**src/rtl/muldiv_pkg.sv**
```systemverilog
// Shared definitions for the RV32M iterative multiply/divide unit:
// funct3 encodings, control FSM states and special-case result constants.
package muldiv_pkg;

  localparam logic [2:0] F3_MUL    = 3'b000;
  localparam logic [2:0] F3_MULH   = 3'b001;
  localparam logic [2:0] F3_MULHSU = 3'b010;
  localparam logic [2:0] F3_MULHU  = 3'b011;
  localparam logic [2:0] F3_DIV    = 3'b100;
  localparam logic [2:0] F3_DIVU   = 3'b101;
  localparam logic [2:0] F3_REM    = 3'b110;
  localparam logic [2:0] F3_REMU   = 3'b111;

  typedef enum logic [1:0] {
    IDLE = 2'd0,
    CALC = 2'd1,
    FIX  = 2'd2,
    DONE = 2'd3
  } muldiv_state_e;

  localparam logic [31:0] DIV0_Q  = 32'hFFFF_FFFF;
  localparam logic [31:0] OVF_Q   = 32'h8000_0000;
  localparam logic [31:0] INT_MIN = 32'h8000_0000;

  // Two's complement negate; wraps so that INT_MIN maps to itself.
  function automatic logic [31:0] neg32(input logic [31:0] x);
    return ~x + 32'd1;
  endfunction

endpackage

```
**src/rtl/muldiv_addsub.sv**
```systemverilog
// 33-bit adder/subtractor shared by the multiply accumulate step and the
// divide trial subtract.
module muldiv_addsub (
  input  logic [32:0] op_a,
  input  logic [32:0] op_b,
  input  logic        sub,
  output logic [32:0] y
);

  always_comb begin
    y = op_a + (op_b ^ {33{sub}}) + {32'd0, sub};
  end

endmodule

```
**src/rtl/rv32m_muldiv.sv**
```systemverilog
// Iterative RV32M multiply/divide: 32-step shift-add multiplier and restoring
// divider behind a start/busy/done handshake, with a sign fix-up state.
module rv32m_muldiv
  import muldiv_pkg::*;
#(
  parameter int WIDTH = 32
) (
  input  logic             clk,
  input  logic             rst,
  input  logic             start,
  input  logic [2:0]       funct3,
  input  logic [WIDTH-1:0] a,
  input  logic [WIDTH-1:0] b,
  output logic             busy,
  output logic             done,
  output logic [WIDTH-1:0] r,
  output muldiv_state_e    dbg_state
);

  // Handshake: a request is taken when start=1 and busy=0; r is valid while
  // done=1 and is held until the next accepted request.

  muldiv_state_e state_q, state_d;
  logic [4:0]    cnt_q, cnt_d;
  logic [2:0]    op_q, op_d;
  logic          sa_q, sa_d;
  logic          sb_q, sb_d;
  logic [63:0]   acc_q, acc_d;
  logic [31:0]   opb_q, opb_d;
  logic [31:0]   r_q, r_d;

  logic          accept;
  logic          a_signed, b_signed, a_neg, b_neg;
  logic [31:0]   a_mag, b_mag;
  logic          div0, ovf, special;
  logic [31:0]   special_r;

  logic [32:0]   as_a, as_b, as_y;
  logic          as_sub;
  logic [32:0]   shifted;
  logic [63:0]   step_acc;

  logic [63:0]   prod_s;
  logic [31:0]   quo_s, rem_s, fix_res;

  assign accept = (state_q == IDLE) && start;

  // Acceptance decode: operand signedness, magnitudes and bypass cases.
  always_comb begin
    a_signed = (funct3 == F3_MULH) || (funct3 == F3_MULHSU) ||
               (funct3 == F3_DIV)  || (funct3 == F3_REM);
    b_signed = (funct3 == F3_MULH) || (funct3 == F3_DIV) || (funct3 == F3_REM);
    a_neg    = a_signed && a[31];
    b_neg    = b_signed && b[31];
    a_mag    = a_neg ? neg32(a) : a;
    b_mag    = b_neg ? neg32(b) : b;
    div0     = funct3[2] && (b == 32'd0);
    ovf      = ((funct3 == F3_DIV) || (funct3 == F3_REM)) &&
               (a == INT_MIN) && (b == 32'hFFFF_FFFF);
    special  = div0 || ovf;
    if (div0) begin
      special_r = funct3[1] ? a : DIV0_Q;
    end else begin
      special_r = funct3[1] ? 32'd0 : OVF_Q;
    end
  end

  // Divide shifts the next dividend bit into the partial remainder before the
  // trial subtract; multiply adds the multiplicand when the low bit is set.
  always_comb begin
    shifted = {acc_q[63:32], acc_q[31]};
    as_sub  = op_q[2];
    if (op_q[2]) begin
      as_a = shifted;
      as_b = {1'b0, opb_q};
    end else begin
      as_a = {1'b0, acc_q[63:32]};
      as_b = acc_q[0] ? {1'b0, opb_q} : 33'd0;
    end
  end

  muldiv_addsub u_addsub (
    .op_a (as_a),
    .op_b (as_b),
    .sub  (as_sub),
    .y    (as_y)
  );

  always_comb begin
    if (op_q[2]) begin
      if (!as_y[32]) begin
        step_acc = {as_y[31:0], acc_q[30:0], 1'b1};
      end else begin
        step_acc = {shifted[31:0], acc_q[30:0], 1'b0};
      end
    end else begin
      step_acc = {as_y, acc_q[31:1]};
    end
  end

  // Sign fix-up on the unsigned result held in the accumulator.
  always_comb begin
    prod_s  = (sa_q ^ sb_q) ? (~acc_q + 64'd1) : acc_q;
    quo_s   = (sa_q ^ sb_q) ? neg32(acc_q[31:0]) : acc_q[31:0];
    rem_s   = sa_q ? neg32(acc_q[63:32]) : acc_q[63:32];
    if (!op_q[2]) begin
      fix_res = (op_q == F3_MUL) ? prod_s[31:0] : prod_s[63:32];
    end else begin
      fix_res = op_q[1] ? rem_s : quo_s;
    end
  end

  // FSM state register.
  always_ff @(posedge clk or posedge rst) begin
    if (rst) begin
      state_q <= IDLE;
    end else begin
      state_q <= state_d;
    end
  end

  // FSM next state.
  always_comb begin
    state_d = state_q;
    case (state_q)
      IDLE: if (start) state_d = special ? DONE : CALC;
      CALC: if (cnt_q == 5'd31) state_d = FIX;
      FIX:  state_d = DONE;
      DONE: state_d = IDLE;
      default: state_d = IDLE;
    endcase
  end

  // FSM outputs.
  always_comb begin
    busy      = (state_q != IDLE);
    done      = (state_q == DONE);
    r         = r_q;
    dbg_state = state_q;
  end

  // Datapath next values.
  always_comb begin
    cnt_d = cnt_q;
    op_d  = op_q;
    sa_d  = sa_q;
    sb_d  = sb_q;
    acc_d = acc_q;
    opb_d = opb_q;
    r_d   = r_q;
    if (accept) begin
      cnt_d = 5'd0;
      op_d  = funct3;
      sa_d  = a_neg;
      sb_d  = b_neg;
      if (funct3[2]) begin
        acc_d = {32'd0, a_mag};
        opb_d = b_mag;
      end else begin
        acc_d = {32'd0, b_mag};
        opb_d = a_mag;
      end
      if (special) r_d = special_r;
    end else if (state_q == CALC) begin
      acc_d = step_acc;
      cnt_d = cnt_q + 5'd1;
    end else if (state_q == FIX) begin
      r_d = fix_res;
    end
  end

  always_ff @(posedge clk or posedge rst) begin
    if (rst) begin
      cnt_q <= 5'd0;
      op_q  <= 3'd0;
      sa_q  <= 1'b0;
      sb_q  <= 1'b0;
      acc_q <= 64'd0;
      opb_q <= 32'd0;
      r_q   <= 32'd0;
    end else begin
      cnt_q <= cnt_d;
      op_q  <= op_d;
      sa_q  <= sa_d;
      sb_q  <= sb_d;
      acc_q <= acc_d;
      opb_q <= opb_d;
      r_q   <= r_d;
    end
  end

endmodule

```
**config.mk**
```make
export PLATFORM = sky130hd
export DESIGN_NAME = rv32m_muldiv
export DESIGN_NICKNAME = d
export VERILOG_FILES = /design/src/rtl/muldiv_pkg.sv /design/src/rtl/muldiv_addsub.sv /design/src/rtl/rv32m_muldiv.sv
export SDC_FILE = /design/constraint.sdc
export NUM_CORES = 1
export LEC_CHECK = 0
export ABC_CLOCK_PERIOD_IN_PS = 6100
export CORE_MARGIN = 2
export CORE_UTILIZATION = 45
export DETAILED_ROUTE_END_ITERATION = 8
export GPL_TIMING_DRIVEN = 0
export PLACE_DENSITY_LB_ADDON = 0.15
export RECOVER_POWER = 100
export SLEW_MARGIN = 25
export SYNTH_ARGS = -nofsm -noshare
export SYNTH_HDL_FRONTEND = slang
export SYNTH_HIERARCHICAL = 1
export SYNTH_SLANG_ARGS = --single-unit
```
**constraint.sdc**
```tcl
create_clock -name clk -period 6.1 [get_ports clk]
set_clock_uncertainty 0.2 [all_clocks]
set_input_delay 1.22 -clock clk [delete_from_list [all_inputs] [get_ports clk]]
set_output_delay 1.22 -clock clk [all_outputs]
set_load 0.02 [all_outputs]
```
==> impl_metrics.ini <==
[outcome]
outcome = finished with violations
failed_checks = capacitance limit, slew limit

[route]
detail_route.vias_per_cell = 6.41
drtPass1Iterations = 6
drt-total-wl_um = 65200
vias = 16100
drt-wirelength-per-cell_um = 26.0
detail_route.iter0.violations = 1712
final_antenna_net_count = 0
drc_errors = 0

[floorplan]
chip_height_um = 184
die_area_mm2 = 0.0340
floorplan.die.width_um = 184
floorplan.rows = 66
start_util = 0.454
floorplan.io_pins = 106
coreArea_mm2 = 0.0323

[timing]
max_freq_mhz = 171
slew_violations = 143
post-route-min-period_ps = 5860
min_period_over_period = 0.961
report.final.hold_viol_count = 0
timing.hold.ws_ps = 273
tightestPinTransition_ps = 2640
maxSlewHeadroom = -0.770
grt_setup_unrepaired = no
setup_viol_count_final = 0

[clocking]
cts_sink_count = 140
clock_buffers_created_by_tritoncts = 17
cts_max_path_buffers = 2
clock_latency_late_sink_ps = 460
worst_path_clk_slew_ps = 60
post_cts_setup_buffer_count = 0
htreeDepth = 4
tritoncts_clock_tree = yes
ctsHoldBuffers = 0
cts_root_buffer = clkbuf_16

[final_layout]
mostFrequentLayoutCells = 192 x nor2_1, 185 x nand2_1, 157 x a21oi_1
final_area_mm2 = 0.0169
layout_cells_excl_fill = 2503
final_layout_size_suffix_gt1_frac = 0.0650
mostFrequentLayoutCell = nor2_1
num_antenna_cells = 0
design.final.nets = 2162
area_growth_syn_to_layout_pct = 15.1
finalCoreUtilization = 0.522

[placed_design]
placed_insts = 2474
routabilityCongestion = 1.02
total_cell_area_at_the_placement_stage_mm2 = 0.0163
hpwl_um = 51200
placement.io_buffers = 103

[worst_setup_path]
critical_path.reg2reg.startpoint = op_q[2]
worst_ep_required_time_ps = 6210
timing.critical_path.slowest_cell_delay_ps = 540
crit_path_start_kind = flip-flop
cp-end-kind = flip-flop
path_cells = clkbuf_4 -> buf_2 -> clkbuf_2 -> mux2_2 -> ha_1 -> buf_4 -> nand2_1 -> nand2_1 -> or3_1 -> o21ai_2 -> a21oi_2 -> o21ai_2 -> and4_4 -> o41ai_4 -> a311oi_1 -> a211o_2 -> clkdlybuf4s18_2 -> mux2i_1 -> a211oi_1 -> a21oi_1 -> nor2_1
worst-path-max-fanout = 10
ff2ff_path_depth = 21
reg2reg_to = acc_q[32]
timing.setup.critical_path_class = flip-flop to flip-flop
r2r_slack_ps = 240
critical_path_slowest_stage_cell = dfrtp_2
cp.arrival_ps = 5980

[yosys]
post_synth.cell_area_avg_um2 = 7.60
seq_area_frac_synth = 0.239
synth_top_area_share = 0.239
ys_types = 91
yosys.area.top_type = dfrtp_1
synth_cells = 1928
synth-main-ff-cell = dfrtp_1
post_synth_main_area_contributors = dfrtp_1 24%, xor2_1 6.0%, xnor2_1 5.4%, a21oi_1 5.4%, mux2i_1 5.2%
asyncSetResetFlopFracSynth = 1.00
syn_nets = 2042
mappedNetlistArea_mm2 = 0.0147
synth-warning-count = 6
synth_edf_count = 0
flip_flop_and_latch_count_after_synthesis = 140

[global_routing]
grt_max_degree = 87
track_usage = 0.380
grt_overflow_total = 0
grt_pass1_wl_um = 94900
via_count_of_the_first_global_routing_pass = 15300
antenna_violations_before_repair = 0

[worst_hold_path]
hold_path_class = flip-flop to flip-flop
worstHoldEndpoint = r[18]
whs_path_depth = 2
worst_hold_startpoint = r[18]

[flow_run]
cap_violations = 2
cell usage after synthesis (5+ instances only):
master	number
o21ai_0	126
and2_1	6
ha_1	43
a311oi_1	6
or4_1	16
a31oi_1	32
clkbuf_1	134
or3_1	22
mux2i_1	76
a21oi_1	157
nand3_1	26
o31ai_1	31
o22ai_1	6
nor2b_1	39
xor2_1	100
a211oi_1	48
nor4_1	36
a41oi_1	5
nor3b_1	5
o211ai_1	31
o41ai_1	9
nand2_1	185
and3_1	6
o221ai_1	23
buf_2	9
nor3_1	37
or2_2	7
dfrtp_1	140
xnor2_1	90
o21ai_1	13
o21a_1	8
inv_1	45
a21boi_0	5
buf_1	21
a21o_1	24
nand4_1	28
nor2_1	194
a221oi_1	9
mux2_2	31
nand2b_1	12
metal layers:
layer,wire (µm),track usage,share of wire,vias to the layer above
met4,3520,0.200,0.054,0
li1,-,-,-,7245
met2,29200,0.605,0.45,910
met3,5820,0.0682,0.089,196
met1,26600,0.490,0.41,7699
met5,0,0,0,-
registers in the layout, summed over array words and instances, names as in the netlist:
register	flops
r	32
acc_q	64
sb_q	1
cnt_q	5
dbg_state	2
sa_q	1
op_q	3
opb_q	32
final cells by class:
class / count / area, µm²
flip-flops and latches: 140 / 3500
clock buffers: 19 / 433
inverters: 47 / 178
multi-input cells: 1571 / 10300
fillers: 3177 / 15400
well taps: 442 / 553
clock inverters: 13 / 165
repair buffers: 104 / 1040
plain buffers: 167 / 693
cells by family after synthesis:
logic type,after synthesis,synth area share
AOI/OAI and AO/OA,586,0.260
xor gates and xnor gates,190,0.114
adders and majority gates,44,0.0381
buffers and inverters,217,0.0587
DFF,140,0.239
muxes,108,0.0767
other,1,0.000256
and+or+nand+nor,642,0.214
repair_timing:
item | CTS | global route
resized for setup | 12 | 9
setup endpoints to repair | 33 | 29
endpoints found under the hold margin | 0 | 0
per-stage QoR:
step	TNS, ps	worst slack [ps]
4_1_cts	0	35.9
5_1_grt	0	5.85
3_3_place_gp	-222750	-1350
2_1_floorplan	0	668
3_5_place_dp	-39270	-1390
6_report	0	238
critical path, delay by kind of cell (launching register included):
kind            cells  cell delay [ps]
simple gates        5              810
flops               1              540
mux                 2              630
compound gates      8             1480
fa+ha+maj           1              290
buf+inv             5             1770
worst max path at each step:
stage / startpoint / slack [ps] / end / cells past startpoint
6_report: op_q[2] / 240 / acc_q[32] / 21
5_1_grt: op_q[2] / 6 / acc_q[32] / 21
4_1_cts: op_q[2] / 40 / acc_q[32] / 21
3_5_place_dp: op_q[2] / -1390 / acc_q[32] / 23
3_3_place_gp: op_q[2] / -1350 / acc_q[32] / 23
2_1_floorplan: op_q[2] / 670 / acc_q[42] / 23
Power is not shown: default switching activity piles up to over one toggle a cycle in this logic, so the estimate is an artifact.
